--- config.mk ---
export PLATFORM = sky130hd
export DESIGN_NAME = alu_op_sequencer
export DESIGN_NICKNAME = d
export VERILOG_FILES = /design/src/rtl/alu_seq_pkg.sv /design/src/rtl/alu_seq_stats.sv /design/src/rtl/alu_op_sequencer.sv
export SDC_FILE = /design/constraint.sdc
export NUM_CORES = 1
export LEC_CHECK = 0
export ABC_CLOCK_PERIOD_IN_PS = 8100
export CELL_PAD_IN_SITES_DETAIL_PLACEMENT = 0
export CELL_PAD_IN_SITES_GLOBAL_PLACEMENT = 1
export CORE_ASPECT_RATIO = 1.4
export CORE_UTILIZATION = 35
export DETAILED_ROUTE_END_ITERATION = 7
export PLACE_DENSITY_LB_ADDON = 0.1
export SLEW_MARGIN = 40
export SYNTH_ARGS = -nofsm -noshare
export SYNTH_HDL_FRONTEND = slang
export SYNTH_SLANG_ARGS = --single-unit
--- constraint.sdc ---
create_clock -name clk -period 8.1 [get_ports clk]
set_input_delay 0.81 -clock clk [delete_from_list [all_inputs] [get_ports clk]]
set_output_delay 0.81 -clock clk [all_outputs]
set_load 0.02 [all_outputs]
--- src/rtl/alu_seq_pkg.sv ---
// Shared funct codes, FSM state encoding and decode helper for the ALU sequencer.
package alu_seq_pkg;
  localparam logic [5:0] F_AND   = 6'd36;
  localparam logic [5:0] F_OR    = 6'd37;
  localparam logic [5:0] F_ADD   = 6'd32;
  localparam logic [5:0] F_SUB   = 6'd34;
  localparam logic [5:0] F_SLT   = 6'd42;
  localparam logic [5:0] F_SLL   = 6'd0;
  localparam logic [5:0] F_MULTU = 6'd25;
  localparam logic [5:0] F_MFHI  = 6'd16;
  localparam logic [5:0] F_MFLO  = 6'd18;

  typedef enum logic [2:0] {
    S_IDLE, S_CLR, S_EXEC, S_MUL, S_RDHI, S_RDLO, S_RESP
  } state_t;

  // MFHI/MFLO are issued internally after MULTU and are rejected as requests.
  function automatic logic is_supported(input logic [5:0] f);
    return (f == F_AND) || (f == F_OR) || (f == F_ADD) || (f == F_SUB) ||
           (f == F_SLT) || (f == F_SLL) || (f == F_MULTU);
  endfunction
endpackage

--- src/rtl/alu_seq_stats.sv ---
// Optional activity counters for the ALU sequencer: completed responses and busy cycles.
module alu_seq_stats (
  input  logic        clk,
  input  logic        reset,
  input  logic        rsp_fire,
  input  logic        busy,
  output logic [31:0] stat_ops,
  output logic [31:0] stat_busy
);
  always_ff @(posedge clk or posedge reset) begin
    if (reset) begin
      stat_ops  <= '0;
      stat_busy <= '0;
    end else begin
      if (rsp_fire) stat_ops <= stat_ops + 32'd1;
      if (busy)     stat_busy <= stat_busy + 32'd1;
    end
  end
endmodule

--- src/rtl/alu_op_sequencer.sv ---
// Request/response front-end that sequences the TotalALU: clear, execute (or multiply
// then MFHI/MFLO), respond. Define ALU_SEQ_STATS_EN to add the stat_ops/stat_busy counters.
module alu_op_sequencer
  import alu_seq_pkg::*;
#(
  parameter int EXEC_CYCLES = 1,
  parameter int MUL_CYCLES  = 33
) (
  input  logic        clk,
  input  logic        reset,
  input  logic        req_valid,
  output logic        req_ready,
  input  logic [5:0]  req_funct,
  input  logic [31:0] req_a,
  input  logic [31:0] req_b,
  output logic        rsp_valid,
  input  logic        rsp_ready,
  output logic [31:0] rsp_data,
  output logic [31:0] rsp_hi,
  output logic        rsp_err,
  output logic        alu_reset,
  output logic [5:0]  alu_signal,
  output logic [31:0] alu_dataA,
  output logic [31:0] alu_dataB,
  input  logic [31:0] alu_out
`ifdef ALU_SEQ_STATS_EN
  ,
  output logic [31:0] stat_ops,
  output logic [31:0] stat_busy
`endif
);
  localparam int MAXC = (EXEC_CYCLES > MUL_CYCLES) ? EXEC_CYCLES : MUL_CYCLES;
  localparam int CW   = $clog2(MAXC + 1);

  state_t          state, state_n;
  logic [5:0]      funct_q;
  logic [CW-1:0]   cnt;

  always_comb begin
    state_n    = state;
    alu_signal = 6'd0;
    unique case (state)
      S_IDLE: if (req_valid) state_n = is_supported(req_funct) ? S_CLR : S_RESP;
      S_CLR:  state_n = (funct_q == F_MULTU) ? S_MUL : S_EXEC;
      S_EXEC: begin
        alu_signal = funct_q;
        if (cnt == '0) state_n = S_RESP;
      end
      S_MUL: begin
        alu_signal = F_MULTU;
        if (cnt == '0) state_n = S_RDHI;
      end
      S_RDHI: begin
        alu_signal = F_MFHI;
        state_n    = S_RDLO;
      end
      S_RDLO: begin
        alu_signal = F_MFLO;
        state_n    = S_RESP;
      end
      S_RESP: if (rsp_ready) state_n = S_IDLE;
      default: state_n = S_IDLE;
    endcase
  end

  assign req_ready = (state == S_IDLE) && !reset;
  assign rsp_valid = (state == S_RESP);
  assign alu_reset = reset || (state == S_CLR);

  always_ff @(posedge clk or posedge reset) begin
    if (reset) begin
      state     <= S_IDLE;
      funct_q   <= '0;
      cnt       <= '0;
      alu_dataA <= '0;
      alu_dataB <= '0;
      rsp_data  <= '0;
      rsp_hi    <= '0;
      rsp_err   <= 1'b0;
    end else begin
      state <= state_n;
      unique case (state)
        S_IDLE: if (req_valid) begin
          funct_q  <= req_funct;
          rsp_data <= '0;
          rsp_hi   <= '0;
          rsp_err  <= !is_supported(req_funct);
          // Rejected requests leave the ALU operand bus untouched.
          if (is_supported(req_funct)) begin
            alu_dataA <= req_a;
            alu_dataB <= req_b;
          end
        end
        S_CLR:  cnt <= (funct_q == F_MULTU) ? CW'(MUL_CYCLES - 1) : CW'(EXEC_CYCLES - 1);
        S_EXEC: if (cnt == '0) rsp_data <= alu_out;
                else           cnt <= cnt - 1'b1;
        S_MUL:  if (cnt != '0) cnt <= cnt - 1'b1;
        S_RDHI: rsp_hi   <= alu_out;
        S_RDLO: rsp_data <= alu_out;
        default: ;
      endcase
    end
  end

`ifdef ALU_SEQ_STATS_EN
  alu_seq_stats u_stats (
    .clk       (clk),
    .reset     (reset),
    .rsp_fire  (rsp_valid && rsp_ready),
    .busy      (state != S_IDLE),
    .stat_ops  (stat_ops),
    .stat_busy (stat_busy)
  );
`endif
endmodule

# Yosys cells after proc, flatten, opt, wreduce, memory -nomap -nowiden
# Cells that the tools add are included.
# word_totals
wordCells,67
reg_bits,144
output_inout_bits,138
input_bits,106
# op_classes
add_sub_neg,1
eq_ne,19
muxes,16
reduce_logical,23
# ops
op,n
32-bit one-hot mux with 3 select lines,1
32-bit two-way mux,2
32-bit one-hot mux with 2 select lines,1
"6-bit == test, second input constant",5
6-bit one-hot mux with 4 select lines,1
3-bit one-hot mux with 7 select lines,1
6-bit two-way mux,3
6-bit one-hot mux with 3 select lines,1
3-bit two-way mux,5
"6-bit by 5-bit == test with 1-bit output, second input constant",2
6-bit zero test,2
"2-bit != test, second input constant",5
"3-bit == test, second input constant",3
3-bit AND reduction,3
1-bit logical OR,7
"3-bit by 2-bit == test with 1-bit output, second input constant",2
3-bit nonzero test,2
6-bit nonzero test,1
"6-bit by 1-bit subtractor with 6-bit output, second input constant",1
2-bit AND reduction,2
4-bit AND reduction,1
"3-bit by 1-bit == test with 1-bit output, second input constant",1
3-bit zero test,1
1-bit zero test,2
4 further kinds,4

# Longest topological paths before layout
# Gate-level depths: netlist of the first run.
# logic_depth
word_depth,10
mapped_depth,8
mapped_depth_nobuf,6

# Least setup slack after synthesis of the first run
# OpenSTA, ideal clock, no wires.
# synth_path
path_kind,input port to output port
from,input port reset
to,output port alu_reset
required_time_ps,7290
path_buffers,0
arrival_time_ps,4520
setup_slack_ps,2770
cell_stages,2
path_cell_list,inv_1 nand2_1
# synth_via
elab_chain_len,1
# synth_lines
element,line_no,text
from (decl),alu_op_sequencer.sv:10,"input logic reset,"
1-bit logical OR,alu_op_sequencer.sv:68,assign alu_reset = reset || (state == S_CLR);
to (decl),alu_op_sequencer.sv:21,"output logic alu_reset,"
# No other way between the ends.

# Worst setup path after layout of the first run
# Same ends and word-level chain as after synthesis.

==> impl_metrics.csv, run 1 <==
group,metric,value,unit
worst_setup_path,arrival,2520,ps
finish,nFillCells,1458,
floorplan,start_util,36.0,%
run,maxCapViolations,0,
floorplan,rows,55,
yosys,synth.net_count,625,
timing,min_period,3330,ps
clock_network,clk_pin_slew,60,ps
global_route,grt_start_max_net_pins,95,
timing,finalWorstSetupSlack,4770,ps
yosys,synth_top_area_cell,"dfrtp_1",
global_route,grt_pass1_wl,26100,um
pwr,ir_drop,0.151,mV
drt,drt-vias-per-instance,4.92,
global_route,grt_usage,19.3,%
yosys,ys_seq_area_share,61.3,%
clock_network,cts_tree,"done",
clock_network,cts_inserted_buffers,17,
place,dpl_cell_area,0.00842,mm^2
global_route,grt_pass1_vias,4943,
clock_network,cts_setup_buffers,0,
pwr,clkPwrFrac,24.6,%
timing,finalMaxSlewViolations,0,
drt,antenna_left,0,
timing,hold_viol,0,
yosys,synth_top_area_share,61.3,%
drt,route.detailed.drc,23,
yosys,synth-seq-cells,144,
status,outcome,"finished, violations left",
drt,vias,4761,
timing,finClkSkew,7.82,ps
finish,nets,863,
finish,seqCellArea,0.00360,mm^2
floorplan,dieArea,0.0173,mm^2
yosys,syn_inst,517,
yosys,syn_avg_cell_area,11.4,um^2
clock_network,cts_sinks,144,
timing,post-route-period-util,41.1,%
worst_setup_path,end_kind,"output port",
timing,tightestPinTransition,668,ps
worst_setup_path,critPathBufInv,3,
global_route,overflow,0,
timing,finalSetupViolations,0,
yosys,synth_area,0.00587,mm^2
timing,finalSetupTns,0,ps
finish,design_area,0.00910,mm^2
pwr,pwr-share-seq,33.4,%
yosys,synth_edf_count,0,
worst_setup_path,cp_cell_sequence,"clkdlybuf4s50_1 > inv_8 > nand2_1 > clkdlybuf4s50_1",
yosys,synthFlopType,"dfrtp_1",
drt,wl_per_cell,16.7,um
worst_setup_path,crit_path_top_delay_cell,"clkdlybuf4s50_1",
place,gp_congestion,0.752,
yosys,synthTopCellsByArea,"dfrtp_1 (61%), mux2_2 (12%), nand2_1 (8.7%), nand3_1 (3.2%), o21ai_0 (3.0%)",
clock_network,cts_hold_buf,0,
pwr,p_sw_share,35.4,%
yosys,yosysWarnings,0,
worst_setup_path,start_kind,"input pin",
pwr,power_density,381,mW/mm^2
place,dpl_worst_slack,4580,ps
drt,wirelength,16100,um
timing,max_clock_freq,0.300,GHz
finish,diodes,0,
clock_network,cts_root_buf,"clkbuf_16",
yosys,async_reset_ff_share,100,%
drt,dr.pass1.iters,6,
status,violations,"DRC",
timing,holdWs,488,ps
clock_network,cts_max_level,4,
worst_setup_path,critPathMostFrequentCell,"clkdlybuf4s50_1",
timing,rsz0062_at_grt,"false",
worst_setup_path,crit_fanout,94,
pwr,switching_power,1.23,mW
clock_network,ctsResizeCount,0,
yosys,synthDistinctLibCells,41,
finish,drive_gt1_share,14.2,%
pwr,leakagePower,4.04,nW
worst_setup_path,cp.required,7290,ps
floorplan,core,0.0163,mm^2
worst_setup_path,cp_top_family,"buffers and inverters",
floorplan,io_pins,244,
global_route,antenna_found_initial,0,
clock_network,cts_max_path_buffers,2,
place,io_buffers,243,
floorplan,chipHeight,155,um
clock_network,insertion_delay,420,ps
timing,relSlewSlack,55.5,%
place,dp_hpwl,11000,um
pwr,internal_power,2.24,mW
finish,area_delta_synth_final,54.8,%
worst_setup_path,slowest_delay,570,ps
finish,multi_input_area,0.00207,mm^2
hold_path,hold_class,"reg -> reg",
floorplan,die_w,111,um
worst_setup_path,criticalPathCategory,"in -> out",
pwr,p_comb_share,42.0,%
drt,drtIter0Drc,236,
[layout by cell type (no fill, tap or decap), drive strengths merged, types with 3 or more instances in the layout]
cell type | netlist | final
bufinv | 0 | 5
nor2b | 3 | 3
clkinv | 0 | 5
a21oi | 3 | 3
o21ai | 37 | 37
nand2 | 136 | 136
o31ai | 3 | 3
nor2 | 11 | 11
clkbuf | 15 | 19
and2 | 5 | 5
mux2 | 70 | 70
clkdlybuf4s50 | 0 | 243
inv | 6 | 6
nand3 | 37 | 37
dfrtp | 144 | 144
clkinvlp | 0 | 3
buf | 16 | 7
nand4b | 3 | 3
[worst register-to-register path, stage by stage (launching register included)]
cell      delay (ps)
dfrtp_1          540
nor2_4           220
nand3b_1          90
buf_4            230
a31oi_4          180
buf_6            460
mux2_2           470
[logic make-up after synthesis]
group	after synthesis	synth area share (%)
fa+ha+maj	2	0.426
xor+xnor	1	0.149
compound gates	56	5.90
mux	70	13.4
buf+inv	37	3.49
flops	144	61.3
simple gates	207	15.3
[flip-flops by register name, summed over array words and instances, names as in the netlist]
| register | flops |
|---|---|
| rsp_err | 1 |
| alu_dataA | 32 |
| alu_dataB | 32 |
| rsp_hi | 32 |
| funct_q | 6 |
| state | 3 |
| rsp_data | 32 |
| cnt | 6 |
[cell usage after synthesis (3+ instances only)]
library cell,count
a21oi_1,3
and2_1,5
buf_2,9
buf_6,7
clkbuf_1,13
dfrtp_1,144
inv_1,6
mux2_1,5
mux2_2,65
nand2_1,136
nand3_1,37
nand4b_1,3
nor2_1,10
nor2b_1,3
o21ai_0,35
o31ai_1,3
[power by group through the flow]
stage | registers (mW) | clock network, mW | logic, mW
final | 1.16 | 0.855 | 1.46
after global routing | 1.20 | 0.907 | 1.57
after CTS | 1.16 | 0.876 | 1.47
after detailed placement | 1.17 | 0 | 1.47
after global placement | 1.16 | 0 | 1.44
after floorplan | 1.42 | 0 | 0.499
[final cells by class]
cell class | instances | share of cell area (%)
sequential | 144 | 39.6
timing repair buffer | 250 | 27.5
multi-input combinational | 336 | 22.7
clock buffer | 19 | 4.76
tap | 199 | 2.74
clock inverter | 13 | 2.34
inverter | 6 | 0.330
[per-layer routing]
metal / GRT usage, % / routed length, um
met5: 0 / 0
met4: 8.75 / 446
met3: 6.70 / 1400
met2: 31.5 / 7750
met1: 22.9 / 6520
[final timing paths]
check	startpoint	end	slack, ps	cells after the start
min in group asynchronous	reset	alu_dataB[28]	960	2
min	alu_dataA[6]	alu_dataA[6]	490	1
max	reset	alu_reset	4770	4
max reg2reg	state[0]	alu_dataB[15]	5790	6
min reg2reg	alu_dataA[6]	alu_dataA[6]	490	1
max in group asynchronous	reset	rsp_hi[18]	6010	3
[per-stage QoR]
stage | std cells | power, mW | util, %
after global routing | 967 | 3.67 | 55.8
after floorplan | 517 | 1.92 | -
final | 967 | 3.47 | 55.8
after detailed placement | 934 | 2.63 | 51.7
after CTS | 966 | 3.51 | 55.6
after global placement | 934 | 2.60 | 51.7
(Power assumes the default switching activity.)
==> inputs of run 2 (changes only) <==
--- a/config.mk
+++ b/config.mk
@@ -5,11 +5,11 @@
 export SDC_FILE = /design/constraint.sdc
 export NUM_CORES = 1
 export LEC_CHECK = 0
-export ABC_CLOCK_PERIOD_IN_PS = 8100
+export ABC_CLOCK_PERIOD_IN_PS = 2700
 export CELL_PAD_IN_SITES_DETAIL_PLACEMENT = 0
 export CELL_PAD_IN_SITES_GLOBAL_PLACEMENT = 1
 export CORE_ASPECT_RATIO = 1.4
-export CORE_UTILIZATION = 35
+export CORE_UTILIZATION = 29
 export DETAILED_ROUTE_END_ITERATION = 7
 export PLACE_DENSITY_LB_ADDON = 0.1
 export SLEW_MARGIN = 40
==> constraint.sdc (replaced) <==
create_clock -name clk -period 2.7 [get_ports clk]
set_input_delay 0.27 -clock clk [delete_from_list [all_inputs] [get_ports clk]]
set_output_delay 0.27 -clock clk [all_outputs]
set_load 0.02 [all_outputs]
==> impl_metrics.csv, run 2 (synthesized netlist as in run 1, its figures left out) <==
group,metric,value,unit
worst_setup_path,crit_fanout,12,
worst_setup_path,critPathMostFrequentCell,"nand2_1",
finish,stdcell_count,1023,
global_route,antenna_found_initial,0,
global_route,grt_usage,16.8,%
worst_setup_path,crit_path_top_delay_cell,"clkdlybuf4s50_1",
finish,area_delta_synth_final,56.2,%
floorplan,core,0.0198,mm^2
worst_setup_path,reg2reg_slack,570,ps
worst_setup_path,slowest_delay,600,ps
drt,dr.pass1.iters,5,
clock_network,cts_inserted_buffers,17,
worst_setup_path,r2r_cells,5,
global_route,grt_pass1_wl,26500,um
finish,nFillCells,1871,
finish,diodes,0,
drt,drtIter0Drc,147,
clock_network,clk_pin_slew,60,ps
drt,antenna_left,0,
clock_network,cts_max_level,4,
timing,relSlewSlack,59.6,%
floorplan,die_w,122,um
floorplan,dieArea,0.0208,mm^2
clock_network,cts_root_buf,"clkbuf_16",
floorplan,rows,61,
drt,route.detailed.drc,0,
global_route,grt.busiest_layer,"met2",
worst_setup_path,r2r_start,"state[0]",
global_route,grt.met3_usage,6.17,%
finish,seqCellArea,0.00360,mm^2
worst_setup_path,arrival,2140,ps
finish,final_cell_mix,"clkdlybuf4s50_1 (243), dfrtp_1 (144), nand2_1 (136), mux2_2 (65), nand3_1 (37)",
timing,finClkSkew,10.1,ps
finish,multi_input_area,0.00207,mm^2
clock_network,cts_sinks,144,
floorplan,chipHeight,170,um
timing,finalSetupViolations,0,
worst_setup_path,start_kind,"flip-flop",
clock_network,cts_tree,"done",
worst_setup_path,r2r_end,"alu_dataB[8]",
floorplan,io_pins,244,
place,place_inst,991,
run,maxCapViolations,0,
timing,min_period,2410,ps
worst_setup_path,criticalPathCategory,"reg -> out",
finish,design_area,0.00918,mm^2
pwr,p_total,10.1,mW
drt,wirelength,17100,um
place,gp_congestion,0.742,
finish,final_common_cell,"clkdlybuf4s50_1",
global_route,grt_start_max_net_pins,145,
clock_network,insertion_delay,420,ps
place,io_buffers,243,
finish,drive_gt1_share,14.9,%
worst_setup_path,crit_cells,4,
status,outcome,"finished, final reports clean",
worst_setup_path,cp.required,2430,ps
drt,drt-vias-per-instance,4.61,
drt,vias,4717,
pwr,leakagePower,4.05,nW
hold_path,hold_class,"in -> async",
clock_network,cts_max_path_buffers,2,
pwr,ir_drop,0.416,mV
pwr,power_density,1110,mW/mm^2
drt,wl_per_cell,16.8,um
timing,finalMaxSlewViolations,0,
global_route,use_met2,28.9,%
worst_setup_path,end_kind,"output port",
clock_network,cts_setup_buffers,0,
worst_setup_path,cp_top_family,"simple AND/OR/NAND/NOR gates",
timing,rsz0062_at_grt,"false",
place,dpl_cell_area,0.00857,mm^2
global_route,overflow,0,
global_route,grt_pass1_vias,4865,
global_route,use_met1,19.3,%
finish,nets,867,
floorplan,start_util,29.6,%
place,dp_hpwl,11900,um
worst_setup_path,critPathBufInv,1,
timing,tightestPinTransition,605,ps
finish,fin_util,46.2,%
timing,post-route-period-util,89.3,%
timing,max_clock_freq,0.415,GHz
timing,hold_viol,0,
worst_setup_path,cp_cell_sequence,"nor2_1 > nand2_1 > nand2_1 > clkdlybuf4s50_1",
## run 2: changes by cell type in the layout (fill, tap and decap cells not counted), sizes merged
| cell | delta |
|---|---|
| buf | +4 |
| bufinv | -3 |
| clkbuf | -2 |
| clkinv | +4 |
## run 2: layout make-up
cell class	instances	share of cell area (%)
Inverter	6	0.286
Tap cell	252	3.44
Clock inverter	14	1.57
Multi-Input combinational cell	336	22.6
Clock buffer	17	4.64
Sequential cell	144	39.3
Timing Repair Buffer	254	28.2
## run 2: worst min-delay path: stages
cell and delay [ps]:
clkdlybuf4s50_1 490, clkinvlp_4 130, buf_12 280
## run 2: repair_timing
action,CTS,global route
endpoints found under the setup margin,0,3
resized for setup,0,1
hold buffers,0,0
## run 2: where the power goes
part	internal (mW)	switching [mW]	total [mW]
registers	2.97	0.511	3.48
clock network	1.35	0.915	2.27
logic	2.12	2.28	4.39
total	6.45	3.70	10.1
## run 2: per-layer routing
metal	vias to the layer above	routed length (um)	part of all wire, %
met1	2301	6750	39
met3	12	1440	8.4
met4	0	141	0.82
li1	2232	-	-
met2	172	8810	51
met5	-	0	0
## run 2: how the worst max path moves through the flow
stage | slack, ps | to | startpoint
finish | 290 | alu_reset | state[2]
global route | 100 | alu_reset | state[1]
CTS | 90 | alu_signal[1] | state[0]
detailed placement | 260 | alu_dataB[12] | req_funct[4]
global placement | 300 | alu_dataB[13] | req_funct[4]
floorplan | -480 | alu_reset | reset
## run 2: through the flow
stage	hold slack, ps	setup TNS, ps	worst slack (ps)
finish	373	0	288
global route	391	0	103
CTS	386	0	91.3
detailed placement	478	0	257
global placement	467	0	301
floorplan	375	-479	-479
==> inputs of run 3 (changes only) <==
--- a/config.mk
+++ b/config.mk
@@ -8,8 +8,8 @@
 export ABC_CLOCK_PERIOD_IN_PS = 2700
 export CELL_PAD_IN_SITES_DETAIL_PLACEMENT = 0
 export CELL_PAD_IN_SITES_GLOBAL_PLACEMENT = 1
-export CORE_ASPECT_RATIO = 1.4
 export CORE_UTILIZATION = 29
+export CTS_CLUSTER_DIAMETER = 100
 export DETAILED_ROUTE_END_ITERATION = 7
 export PLACE_DENSITY_LB_ADDON = 0.1
 export SLEW_MARGIN = 40
==> impl_metrics.csv, run 3 (synthesized netlist as in run 1, its figures left out) <==
group,metric,value,unit
worst_setup_path,critPathLaunch,"state[0]",
drt,wl_per_cell,16.0,um
global_route,grt_usage,16.2,%
finish,drive_gt1_share,14.6,%
hold_path,hold_class,"in -> async",
drt,vias,4685,
place,io_buffers,243,
drt,antenna_left,0,
clock_network,cts_setup_buffers,0,
worst_setup_path,r2r_start,"state[0]",
clock_network,insertion_delay,420,ps
floorplan,die_w,144,um
global_route,antenna_found_initial,0,
finish,area_delta_synth_final,56.4,%
timing,post-route-period-util,94.5,%
finish,stdcell_count,1034,
drt,dr.pass1.iters,4,
clock_network,cts_max_level,4,
clock_network,cts_tree,"done",
pwr,ir_drop,0.407,mV
worst_setup_path,critPathBufInv,1,
finish,final_common_cell,"clkdlybuf4s50_1",
floorplan,core,0.0197,mm^2
clock_network,clk_pin_slew,60,ps
floorplan,io_pins,244,
global_route,grt_start_max_net_pins,145,
worst_setup_path,criticalPathCategory,"reg -> out",
timing,min_period,2550,ps
worst_setup_path,crit_path_top_delay_cell,"clkdlybuf4s50_1",
worst_setup_path,reg2reg_slack,540,ps
drt,route.detailed.drc,0,
floorplan,start_util,29.9,%
pwr,p_total,10.2,mW
worst_setup_path,start_kind,"flip-flop",
finish,final_cell_mix,"clkdlybuf4s50_1 (243), dfrtp_1 (144), nand2_1 (136), mux2_2 (65), nand3_1 (37)",
pwr,p_comb_share,43.2,%
status,outcome,"finished, final reports clean",
worst_setup_path,cp_cell_sequence,"nor3b_1 > and2_1 > clkdlybuf4s50_1",
drt,wirelength,16600,um
worst_setup_path,cp_top_family,"simple AND/OR/NAND/NOR gates",
clock_network,ctsResizeCount,0,
pwr,power_density,1110,mW/mm^2
pwr,switching_power,3.76,mW
worst_setup_path,r2r_end,"rsp_data[17]",
pwr,pwr-share-seq,34.0,%
timing,tightestPinTransition,679,ps
worst_setup_path,endpoint,"alu_signal[2]",
floorplan,rows,51,
timing,rsz0062_at_grt,"false",
worst_setup_path,slowest_delay,620,ps
clock_network,cts_max_path_buffers,2,
timing,hold_viol,0,
clock_network,cts_inserted_buffers,17,
place,place_inst,1001,
drt,drtIter0Drc,219,
global_route,grt_pass1_wl,25500,um
timing,max_clock_freq,0.392,GHz
timing,finalMaxSlewViolations,0,
run,maxCapViolations,0,
finish,diodes,0,
finish,nets,864,
pwr,clkPwrFrac,22.9,%
place,gp_congestion,0.736,
finish,design_area,0.00919,mm^2
pwr,internal_power,6.44,mW
place,dp_hpwl,11500,um
place,dpl_cell_area,0.00858,mm^2
clock_network,cts_hold_buf,0,
worst_setup_path,cp.required,2430,ps
worst_setup_path,end_kind,"output port",
floorplan,dieArea,0.0208,mm^2
floorplan,chipHeight,144,um
timing,finClkSkew,12.2,ps
drt,drt-vias-per-instance,4.53,
worst_setup_path,r2r_cells,6,
pwr,leakagePower,4.03,nW
timing,finalSetupViolations,0,
worst_setup_path,arrival,2280,ps
pwr,p_sw_share,36.9,%
global_route,grt_pass1_vias,4735,
clock_network,cts_root_buf,"clkbuf_16",
global_route,overflow,0,
worst_setup_path,crit_fanout,13,
clock_network,cts_sinks,144,
timing,relSlewSlack,54.7,%
worst_setup_path,crit_cells,3,
==> run 3: worst min path at each step <==
stage	start	to	slack [ps]	cells past startpoint
global route	reset	rsp_hi[4]	390	3
CTS	alu_out[14]	rsp_hi[14]	380	3
global placement	alu_dataA[5]	alu_dataA[5]	470	1
detailed placement	alu_dataB[28]	alu_dataB[28]	480	1
finish	reset	state[0]	350	3
floorplan	alu_out[0]	rsp_hi[0]	380	2
==> run 3: worst register-to-register path: cells and delay by family (launching register included) <==
family                 cells  cell delay (ps)
buffers and inverters      2              870
DFF                        1              640
and+or+nand+nor            3              400
AOI/OAI and AO/OA          1              180
==> run 3: metal layers <==
layer  vias to the layer above  track usage, %  part of all wire [%]  routed length, um
met5                         -               0                     0                  0
met4                         0            5.71                   1.3                210
met3                        14            6.75                   9.6               1600
met2                       164            26.1                    48               7930
met1                      2273            19.3                    41               6840
li1                       2234               -                     -                  -
==> run 3: final cells by class <==
type	instances	area (um^2)
well taps	265	332
fillers	1867	10500
repair buffers	251	2570
flip-flops and latches	144	3600
clock inverters	14	145
multi-input cells	336	2070
clock buffers	18	439
inverters	6	26.3
==> run 3: power groups by stage <==
stage                     clock network (mW)  logic, mW  registers [mW]
final                                   2.33       4.40            3.47
after global routing                    2.50       4.77            3.59
after CTS                               2.42       4.48            3.48
after detailed placement                   0       4.46            3.51
after global placement                     0       4.42            3.48
after floorplan                            0       1.50            4.27
==> run 3: metrics by stage <==
stage / TNS, ps / setup slack [ps] / hold slack [ps] / util [%]
floorplan: -479 / -479 / 375 / -
global route: 0 / 8.89 / 385 / 46.7
global placement: 0 / 373 / 469 / 43.6
CTS: 0 / 92.4 / 382 / 46.6
detailed placement: 0 / 366 / 479 / 43.6
finish: 0 / 149 / 346 / 46.7
